## config.mk

```make
export PLATFORM = sky130hd
export DESIGN_NAME = uart_word_rx
export DESIGN_NICKNAME = d
export VERILOG_FILES = /design/src/rtl/uart_word_rx.sv
export SDC_FILE = /design/constraint.sdc
export NUM_CORES = 1
export LEC_CHECK = 0
export ABC_CLOCK_PERIOD_IN_PS = 1790
export BUFFER_PORTS_ARGS = -buffer_cell sky130_fd_sc_hd__buf_2
export CORE_MARGIN = 1.5
export CORE_UTILIZATION = 54
export CTS_BUF_LIST = sky130_fd_sc_hd__clkbuf_2
export DETAILED_ROUTE_END_ITERATION = 6
export PLACE_DENSITY = 0.88
export SYNTH_ARGS = -nofsm -noshare
export SYNTH_HDL_FRONTEND = slang
export SYNTH_SLANG_ARGS = --single-unit
```

## constraint.sdc

```tcl
create_clock -name clk -period 1.79 [get_ports clk]
set_clock_uncertainty 0.1 [all_clocks]
set_input_delay 0.179 -clock clk [delete_from_list [all_inputs] [get_ports clk]]
set_output_delay 0.179 -clock clk [all_outputs]
set_load 0.01 [all_outputs]
```

## src/rtl/uart_word_rx.sv

```systemverilog
// 8N1 UART receiver that assembles DATA_BITS/8 consecutive bytes (LSB byte first)
// into one word, with a 2-flop input synchronizer, mid-bit sampling and framing checks.
module uart_word_rx #(
  parameter int DATA_BITS    = 32,
  parameter int CLKS_PER_BIT = 16
) (
  input  logic                 clk,
  input  logic                 reset,
  input  logic                 Rx,
  output logic [DATA_BITS-1:0] RxData,
  output logic                 RxValid,
  output logic                 RxFrameErr,
  output logic                 RxBusy
);

  localparam int NB    = DATA_BITS / 8;
  localparam int IDX_W = (NB > 1) ? $clog2(NB) : 1;
  localparam int CNT_W = $clog2(CLKS_PER_BIT);

  // The IDLE->START edge already consumes one cycle of the half-bit wait.
  localparam logic [CNT_W-1:0] HALF_LAST = CNT_W'(CLKS_PER_BIT / 2 - 2);
  localparam logic [CNT_W-1:0] FULL_LAST = CNT_W'(CLKS_PER_BIT - 1);
  localparam logic [IDX_W-1:0] LAST_IDX  = IDX_W'(NB - 1);

  typedef enum logic [2:0] {IDLE, START, DATA, STOP, BRK} state_t;

  state_t               state;
  logic                 rx_meta;
  logic                 rx_s;
  logic [CNT_W-1:0]     clk_cnt;
  logic [2:0]           bit_cnt;
  logic [7:0]           shreg;
  logic [IDX_W-1:0]     idx;
  logic [DATA_BITS-1:0] word_q;
  logic [DATA_BITS-1:0] word_ins;

  // Synchronizer resets high so a released reset never looks like a start bit.
  always_ff @(posedge clk or negedge reset) begin
    if (!reset) begin
      rx_meta <= 1'b1;
      rx_s    <= 1'b1;
    end else begin
      rx_meta <= Rx;
      rx_s    <= rx_meta;
    end
  end

  always_comb begin
    word_ins = word_q;
    for (int b = 0; b < NB; b++) begin
      if (idx == IDX_W'(b)) word_ins[8*b +: 8] = shreg;
    end
  end

  always_ff @(posedge clk or negedge reset) begin
    if (!reset) begin
      state      <= IDLE;
      clk_cnt    <= '0;
      bit_cnt    <= '0;
      shreg      <= '0;
      idx        <= '0;
      word_q     <= '0;
      RxData     <= '0;
      RxValid    <= 1'b0;
      RxFrameErr <= 1'b0;
      RxBusy     <= 1'b0;
    end else begin
      RxValid    <= 1'b0;
      RxFrameErr <= 1'b0;
      case (state)
        IDLE: begin
          if (!rx_s) begin
            state   <= START;
            clk_cnt <= '0;
            RxBusy  <= 1'b1;
          end
        end
        START: begin
          if (clk_cnt == HALF_LAST) begin
            if (!rx_s) begin
              state   <= DATA;
              bit_cnt <= '0;
              clk_cnt <= '0;
            end else begin
              state  <= IDLE;
              RxBusy <= 1'b0;
            end
          end else begin
            clk_cnt <= clk_cnt + 1'b1;
          end
        end
        DATA: begin
          if (clk_cnt == FULL_LAST) begin
            clk_cnt <= '0;
            shreg   <= {rx_s, shreg[7:1]};
            if (bit_cnt == 3'd7) state <= STOP;
            else                 bit_cnt <= bit_cnt + 1'b1;
          end else begin
            clk_cnt <= clk_cnt + 1'b1;
          end
        end
        STOP: begin
          if (clk_cnt == FULL_LAST) begin
            clk_cnt <= '0;
            if (rx_s) begin
              word_q <= word_ins;
              if (idx == LAST_IDX) begin
                RxData  <= word_ins;
                RxValid <= 1'b1;
                idx     <= '0;
              end else begin
                idx <= idx + 1'b1;
              end
              state  <= IDLE;
              RxBusy <= 1'b0;
            end else begin
              // Bad stop bit: drop the byte and restart word assembly from byte 0.
              RxFrameErr <= 1'b1;
              idx        <= '0;
              state      <= BRK;
            end
          end else begin
            clk_cnt <= clk_cnt + 1'b1;
          end
        end
        BRK: begin
          if (rx_s) begin
            state  <= IDLE;
            RxBusy <= 1'b0;
          end
        end
        default: begin
          state  <= IDLE;
          RxBusy <= 1'b0;
        end
      endcase
    end
  end

endmodule
```

## Word level (Yosys, flattened, before mapping)

Index checks and enable logic that the tools add are counted.

| operators by class | value |
|---|---|
| reduce and logical (&&, ||, !) cells | 12 |
| add/subtract/negate cells | 3 |
| bitwise gates (word level) | 1 |
| $lt $le $gt $ge | 0 |
| eq/ne operators | 18 |
| mux-type cells | 36 |
| shift operators | 0 |
| div/mod/pow operators | 0 |
| $mul | 0 |

Operator list:

| cell | count |
|---|---|
| two-way mux 3 bit | 11 |
| two-way mux 8 bit | 4 |
| != test 2 bit, second input constant | 8 |
| case mux 3 bit (5 select lines) | 1 |
| two-way mux 4 bit | 3 |
| case mux 4 bit (3 select lines) | 1 |
| two-way mux 1 bit | 11 |
| AND reduction 4 bit | 2 |
| equality test 3 x 2 -> 1 bit, second input constant | 2 |
| equality test 3 bit, second input constant | 2 |
| two-way mux 2 bit | 3 |
| case mux 3 bit (2 select lines) | 1 |
| AND reduction 6 bit | 1 |
| case mux 1 bit (5 select lines) | 1 |
| AND reduction 5 bit | 1 |
| adder 4 x 1 -> 4 bit, second input constant | 1 |
| equality test 2 bit, second input constant | 2 |
| equality test 4 x 3 -> 1 bit, second input constant | 1 |
| equality test 4 bit, second input constant | 1 |
| AND reduction 2 bit | 2 |
| adder 3 x 1 -> 3 bit, second input constant | 1 |
| equality test 3 x 1 -> 1 bit, second input constant | 1 |
| logical NOT 3 bit | 1 |
| AND reduction 3 bit | 1 |
| 7 further kinds | 7 |

| storage, ports and cells | value |
|---|---|
| output and inout port bits | 35 |
| memories | 0 |
| register bits after elaboration | 89 |
| bits in read-only memories | 0 |
| latch bits | 0 |
| input bits | 3 |
| bits in writable memories | 0 |

## Depth between registers and ports, before layout

| logic depth | value |
|---|---|
| depth after elaboration | 5 |
| depth in mapped cells | 8 |

## Worst setup path after synthesis

Ideal clock, no wire load.

| timing | value |
|---|---|
| path type | register to register |
| start | register clk_cnt[0] |
| end | register word_q[10] |
| setup slack | -0.154 ns |
| clock period less this slack | 1.944 ns |
| path buffers | 2 |
| stages on the path, launching flop included | 8 |
| library setup time | 0.125 ns |
| arrival | 1.719 ns |
| cell sequence | dfrtp_1 ha_1 and3_1 buf_6 and3_2 clkbuf_2 nand2_2 mux2_2 |

| on the way | value |
|---|---|
| word-level cells in the longest chain between the ends | 2 |

Ends and longest elaborated chain:

| item | line | source |
|---|---|---|
| from (decl) | 30 | `logic [CNT_W-1:0] clk_cnt;` |
| from (signal assigned) | 89 | `clk_cnt <= clk_cnt + 1'b1;` |
| from (signal assigned) | 99 | `clk_cnt <= clk_cnt + 1'b1;` |
| from (signal assigned) | 123 | `clk_cnt <= clk_cnt + 1'b1;` |
| equality test 4 bit | 103 | `if (clk_cnt == FULL_LAST) begin` |
| AND reduction 3 bit (no source line) | -- |  |
| to (signal assigned) | 106 | `word_q <= word_ins;` |
| to (decl) | 34 | `logic [DATA_BITS-1:0] word_q;` |

Every way passes these cells.
A chain may end at the register's enable or synchronous reset.

## Worst setup path after layout

| timing | value |
|---|---|
| start | register clk_cnt[1] |
| end | register clk_cnt[1] |

| on the way | value |
|---|---|
| word-level cells in the longest chain between the ends | 3 |

Ends and longest elaborated chain:

| item | line | source |
|---|---|---|
| adder 4 x 1 -> 4 bit (tied with other cells) | 89, 99, 123 |  |
| two-way mux 4 bit (on tied branches) | 93, 103, 79 |  |
| case mux 4 bit (3 select lines) (*) | 70 | `case (state)` |

Mark *: on every way between the ends. The rest lies on a longest branch, timed or not.

==> flow_summary.rst <==
.. list-table::
   :header-rows: 1

   * - Metric
     - Value
   * - Dpl hpwl
     - 5000 µm
   * - Crit path launch type
     - flip-flop
   * - Top-Level Pins
     - 38
   * - Sequential cell fraction of total power
     - 49.5%
   * - Classification of the worst-slack hold path
     - input port to async pin
   * - Switching power summed over all nets
     - 1.29 mW
   * - Required @ worst endpoint
     - roughly 2.2 ns
   * - Final Setup Violations
     - 19
   * - Share of final-layout standard cells stronger than drive strength 1
     - 35.8%
   * - Fillcell total
     - 446
   * - Max Cap Viol
     - 0
   * - Syn. warnings
     - 0
   * - Residual antenna-violating net count after detailed routing
     - 0
   * - Number of enable-type register cells in the synthesized netlist
     - 0
   * - Critical-path top delay cell
     - sky130_fd_sc_hd__dfrtp_1
   * - Worst-margin pin slew
     - ~0.4 ns
   * - Endpoint type of the worst setup path
     - flip-flop
   * - Nets@finish
     - between 300 and 400
   * - Area inside the core boundary
     - 6350 µm²
   * - Number of cells produced by synthesis
     - about 310
   * - Normalized max-slew margin
     - 72.5%
   * - Setup repair after global routing missed its margin
     - true
   * - Via count of the first global-routing pass
     - approximately 2.5k
   * - Leakage
     - 2.22 nW
   * - Net count after synthesis
     - 319
   * - Clk slew on worst S/H paths
     - 0.24 ns
   * - Worst IR drop on VDD
     - about 0.00073 V
   * - Total placed cells including tap cells
     - between 400 and 500
   * - Tot GR Track Use
     - between 20% and 30%
   * - Sequence of cells on the critical path
     - ha_2, and3_4, a32o_2, or4_4, a21oi_2
   * - Main flop type after synthesis
     - sky130_fd_sc_hd__dfrtp_1
   * - Proportion of synthesized chip area in sequential cells
     - between 50% and 60%
   * - Synth-to-Final Area Change
     - 21.6%
   * - DIE AREA
     - slightly above 7000 µm²
   * - Maximum number of pins on one net before global-route repair
     - 54
   * - Family with the most delay on the worst path
     - simple AND/OR/NAND/NOR gates
   * - Number of rows in the core area
     - 29
   * - Type of the setup path with the least slack
     - flip-flop to flip-flop
   * - Total length of routed wires
     - 7490 µm
   * - Overall overflow remaining after global route
     - 0
   * - Antenna diode count
     - 0
   * - Failing checks
     - setup timing
   * - Internal Dissipation
     - roughly 2.9 mW
   * - Cts bufs inserted
     - 9
   * - Drt first pass iters
     - 4
   * - Net switching fraction of the power
     - a little under a third
   * - CTS tree
     - built
   * - Power share of the combinational group
     - between 20% and 30%
   * - Wire length per cell
     - 17.0 µm
   * - Clock insertion delay at the later pin of the skew report
     - 0.55 ns
   * - Setup slack after layout
     - -0.100 ns
   * - Width of the chip
     - 84.0 µm
   * - Count of buffer and inverter cells on the critical path
     - 0
   * - Initial Util
     - 55.8%
   * - Detailed-route DRC error count
     - 0
   * - DRC violation total after the first TritonRoute iteration
     - 177
   * - Number of unique standard cell types used by synthesis
     - 41
   * - Maximum clock frequency
     - 529 MHz
   * - Final worst path period share
     - 106%
   * - Quantity of I/O buffers inserted on ports
     - 37
   * - GP Congestion
     - 0.873
   * - Data arrival time of the critical path
     - 2.28 ns
   * - Wire length of the first global-routing pass
     - about 12000 µm
   * - Max clock buf depth
     - 2
   * - Biggest fanout along the worst timing path
     - 4
   * - Final critical-path required period
     - 1.89 ns
   * - Overall power
     - 4.16 mW
   * - Total power per unit cell area
     - 965 nW/µm²
   * - Layout Cells excl Fill
     - 440
   * - Number of clock sinks
     - 81
   * - Antenna violations before repair
     - 0
   * - Flop and latch count out of synthesis
     - 81
   * - Vias after detailed routing
     - 2543
   * - Die Y-Extent
     - approximately 84 µm
   * - Status
     - complete, but fails checks
   * - Root cell of the clock tree
     - sky130_fd_sc_hd__clkbuf_2
   * - Final hold violation count
     - 0
   * - Ratio of routed vias to standard cells
     - 5.78
   * - Post-synthesis async set-or-reset flop share
     - between 90% and 100%
   * - Critical path's largest stage delay
     - 0.48 ns
   * - Part of the total power dissipated in the clock network
     - 28.1%
   * - Final Max Tran Viols
     - 0
   * - H-tree levels
     - 3
   * - Total standard cell area after synthesis
     - 3540 µm²
   * - Smallest hold slack
     - 0.0292 ns
   * - Syn Area/Cell
     - 11.5 µm²
==> registers in the layout (all words and copies together) (netlist names) <==
name,cells
state,3
RxValid,1
bit_cnt,3
word_q,24
clk_cnt,4
shreg,8
rx_s,1
RxData,32
RxFrameErr,1
rx_meta,1
idx,2
RxBusy,1
==> power by group through the flow <==
| stage | clock network (mW) | logic [mW] | registers (mW) |
|---|---|---|---|
| 6_report | 1.17 | 0.930 | 2.06 |
| 2_1_floorplan | 0 | 0.544 | 2.02 |
| 3_5_place_dp | 0 | 0.785 | 2.07 |
| 4_1_cts | 1.19 | 0.824 | 2.04 |
| 5_1_grt | 1.27 | 1.01 | 2.07 |
| 3_3_place_gp | 0 | 0.762 | 2.06 |
==> worst min-delay path, delay by kind of cell <==
family                 cells  cell delay, ns
buffers and inverters      3            0.92
==> routing by layer <==
metal / vias to the layer above / global-route usage, % / part of all wire (%)
met2: 81 / 37.0 / 50
met3: 23 / 4.25 / 4.5
met1: 1281 / 29.8 / 42
li1: 1158 / - / -
met5: - / 0 / 0
met4: 0 / 10.7 / 2.7
==> placed cells by master, fill, tap and decap left out, types with 3 or more instances in the layout <==
master / synthesis / routed
sky130_fd_sc_hd__o21ai_0: 27 / 24
sky130_fd_sc_hd__nor2_1: 6 / 6
sky130_fd_sc_hd__a21oi_1: 9 / 8
sky130_fd_sc_hd__mux2_4: 0 / 24
sky130_fd_sc_hd__dlygate4sd3_1: 0 / 3
sky130_fd_sc_hd__nand2_8: 0 / 3
sky130_fd_sc_hd__ha_2: 0 / 3
sky130_fd_sc_hd__buf_12: 0 / 3
sky130_fd_sc_hd__nand3_1: 3 / 3
sky130_fd_sc_hd__mux2i_1: 25 / 25
sky130_fd_sc_hd__nand2_1: 52 / 52
sky130_fd_sc_hd__clkbuf_2: 1 / 9
sky130_fd_sc_hd__a22o_1: 3 / 3
sky130_fd_sc_hd__buf_2: 5 / 36
sky130_fd_sc_hd__o21ai_1: 0 / 3
sky130_fd_sc_hd__mux2_2: 32 / 9
sky130_fd_sc_hd__buf_4: 0 / 20
sky130_fd_sc_hd__dfrtp_1: 79 / 78
sky130_fd_sc_hd__ha_1: 8 / 5
sky130_fd_sc_hd__nor3_1: 3 / 3
sky130_fd_sc_hd__inv_1: 7 / 7
==> synthesized netlist by cell type, types with 2 or more instances <==
master | n | area share [%]
sky130_fd_sc_hd__a21oi_1 | 9 | 1.3
sky130_fd_sc_hd__a22o_1 | 3 | 0.74
sky130_fd_sc_hd__buf_1 | 3 | 0.32
sky130_fd_sc_hd__buf_2 | 5 | 0.71
sky130_fd_sc_hd__clkbuf_1 | 14 | 1.5
sky130_fd_sc_hd__dfrtp_1 | 79 | 56
sky130_fd_sc_hd__dfstp_2 | 2 | 1.5
sky130_fd_sc_hd__ha_1 | 8 | 2.8
sky130_fd_sc_hd__inv_1 | 7 | 0.74
sky130_fd_sc_hd__mux2_2 | 32 | 10
sky130_fd_sc_hd__mux2i_1 | 25 | 7.1
sky130_fd_sc_hd__nand2_1 | 52 | 5.5
sky130_fd_sc_hd__nand2_2 | 3 | 0.53
sky130_fd_sc_hd__nand2b_1 | 2 | 0.35
sky130_fd_sc_hd__nand3_1 | 3 | 0.42
sky130_fd_sc_hd__nand4_1 | 2 | 0.35
sky130_fd_sc_hd__nor2_1 | 6 | 0.64
sky130_fd_sc_hd__nor3_1 | 3 | 0.42
sky130_fd_sc_hd__o21ai_0 | 27 | 3.8
sky130_fd_sc_hd__o32ai_1 | 2 | 0.49
==> worst paths after layout <==
path | cells past startpoint | from | slack, ns | end
max in group asynchronous | 3 | reset | 0.95 | state[1]
min reg2reg | 0 | rx_meta | 0.26 | rx_s
min in group clk | 2 | Rx | 0.15 | rx_meta
max reg2reg | 5 | clk_cnt[1] | -0.10 | clk_cnt[1]
max | 5 | clk_cnt[1] | -0.10 | clk_cnt[1]
min | 3 | reset | 0.03 | shreg[7]
==> cell type report <==
type	instances	area, µm²	share of cell area, %
clock buffer	9	45.0	1.05
clock inverter	7	101	2.35
inverter	8	33.8	0.784
multi-input combinational	195	1570	36.4
sequential	81	2030	47.1
tap	77	96.3	2.24
timing repair buffer	63	432	10.0
==> through the flow <==
stage / worst slack, ns / TNS (ns) / instance area [µm²] / utilization (%)
after global routing: -0.158 / -2.05 / 4310 / 67.8
after CTS: -0.0223 / -0.0421 / 4270 / 67.2
after floorplan: -0.0519 / -0.477 / 3700 / -
final: -0.100 / -0.405 / 4310 / 67.8
after detailed placement: -0.139 / -0.221 / 4050 / 63.7
after global placement: 0.0116 / 0 / 4050 / 63.7
==> cells by family after synthesis <==
family                     after synthesis  share of synthesized area [%]
and+or+nand+nor                         82                           10.6
DFF                                     81                           57.3
muxes                                   58                           17.6
AOI/OAI and AO/OA                       46                           7.67
buffers and inverters                   32                           3.81
adders and majority gates                9                           3.11
==> timing repair <==
item	in CTS	in global routing
endpoints found under the hold margin	82	0
setup buffers	3	1
resized for setup	3	14
pin swaps	1	5
setup endpoints to repair	18	47
hold buffers	3	0
gates cloned	0	0
(Power assumes the default switching activity.)
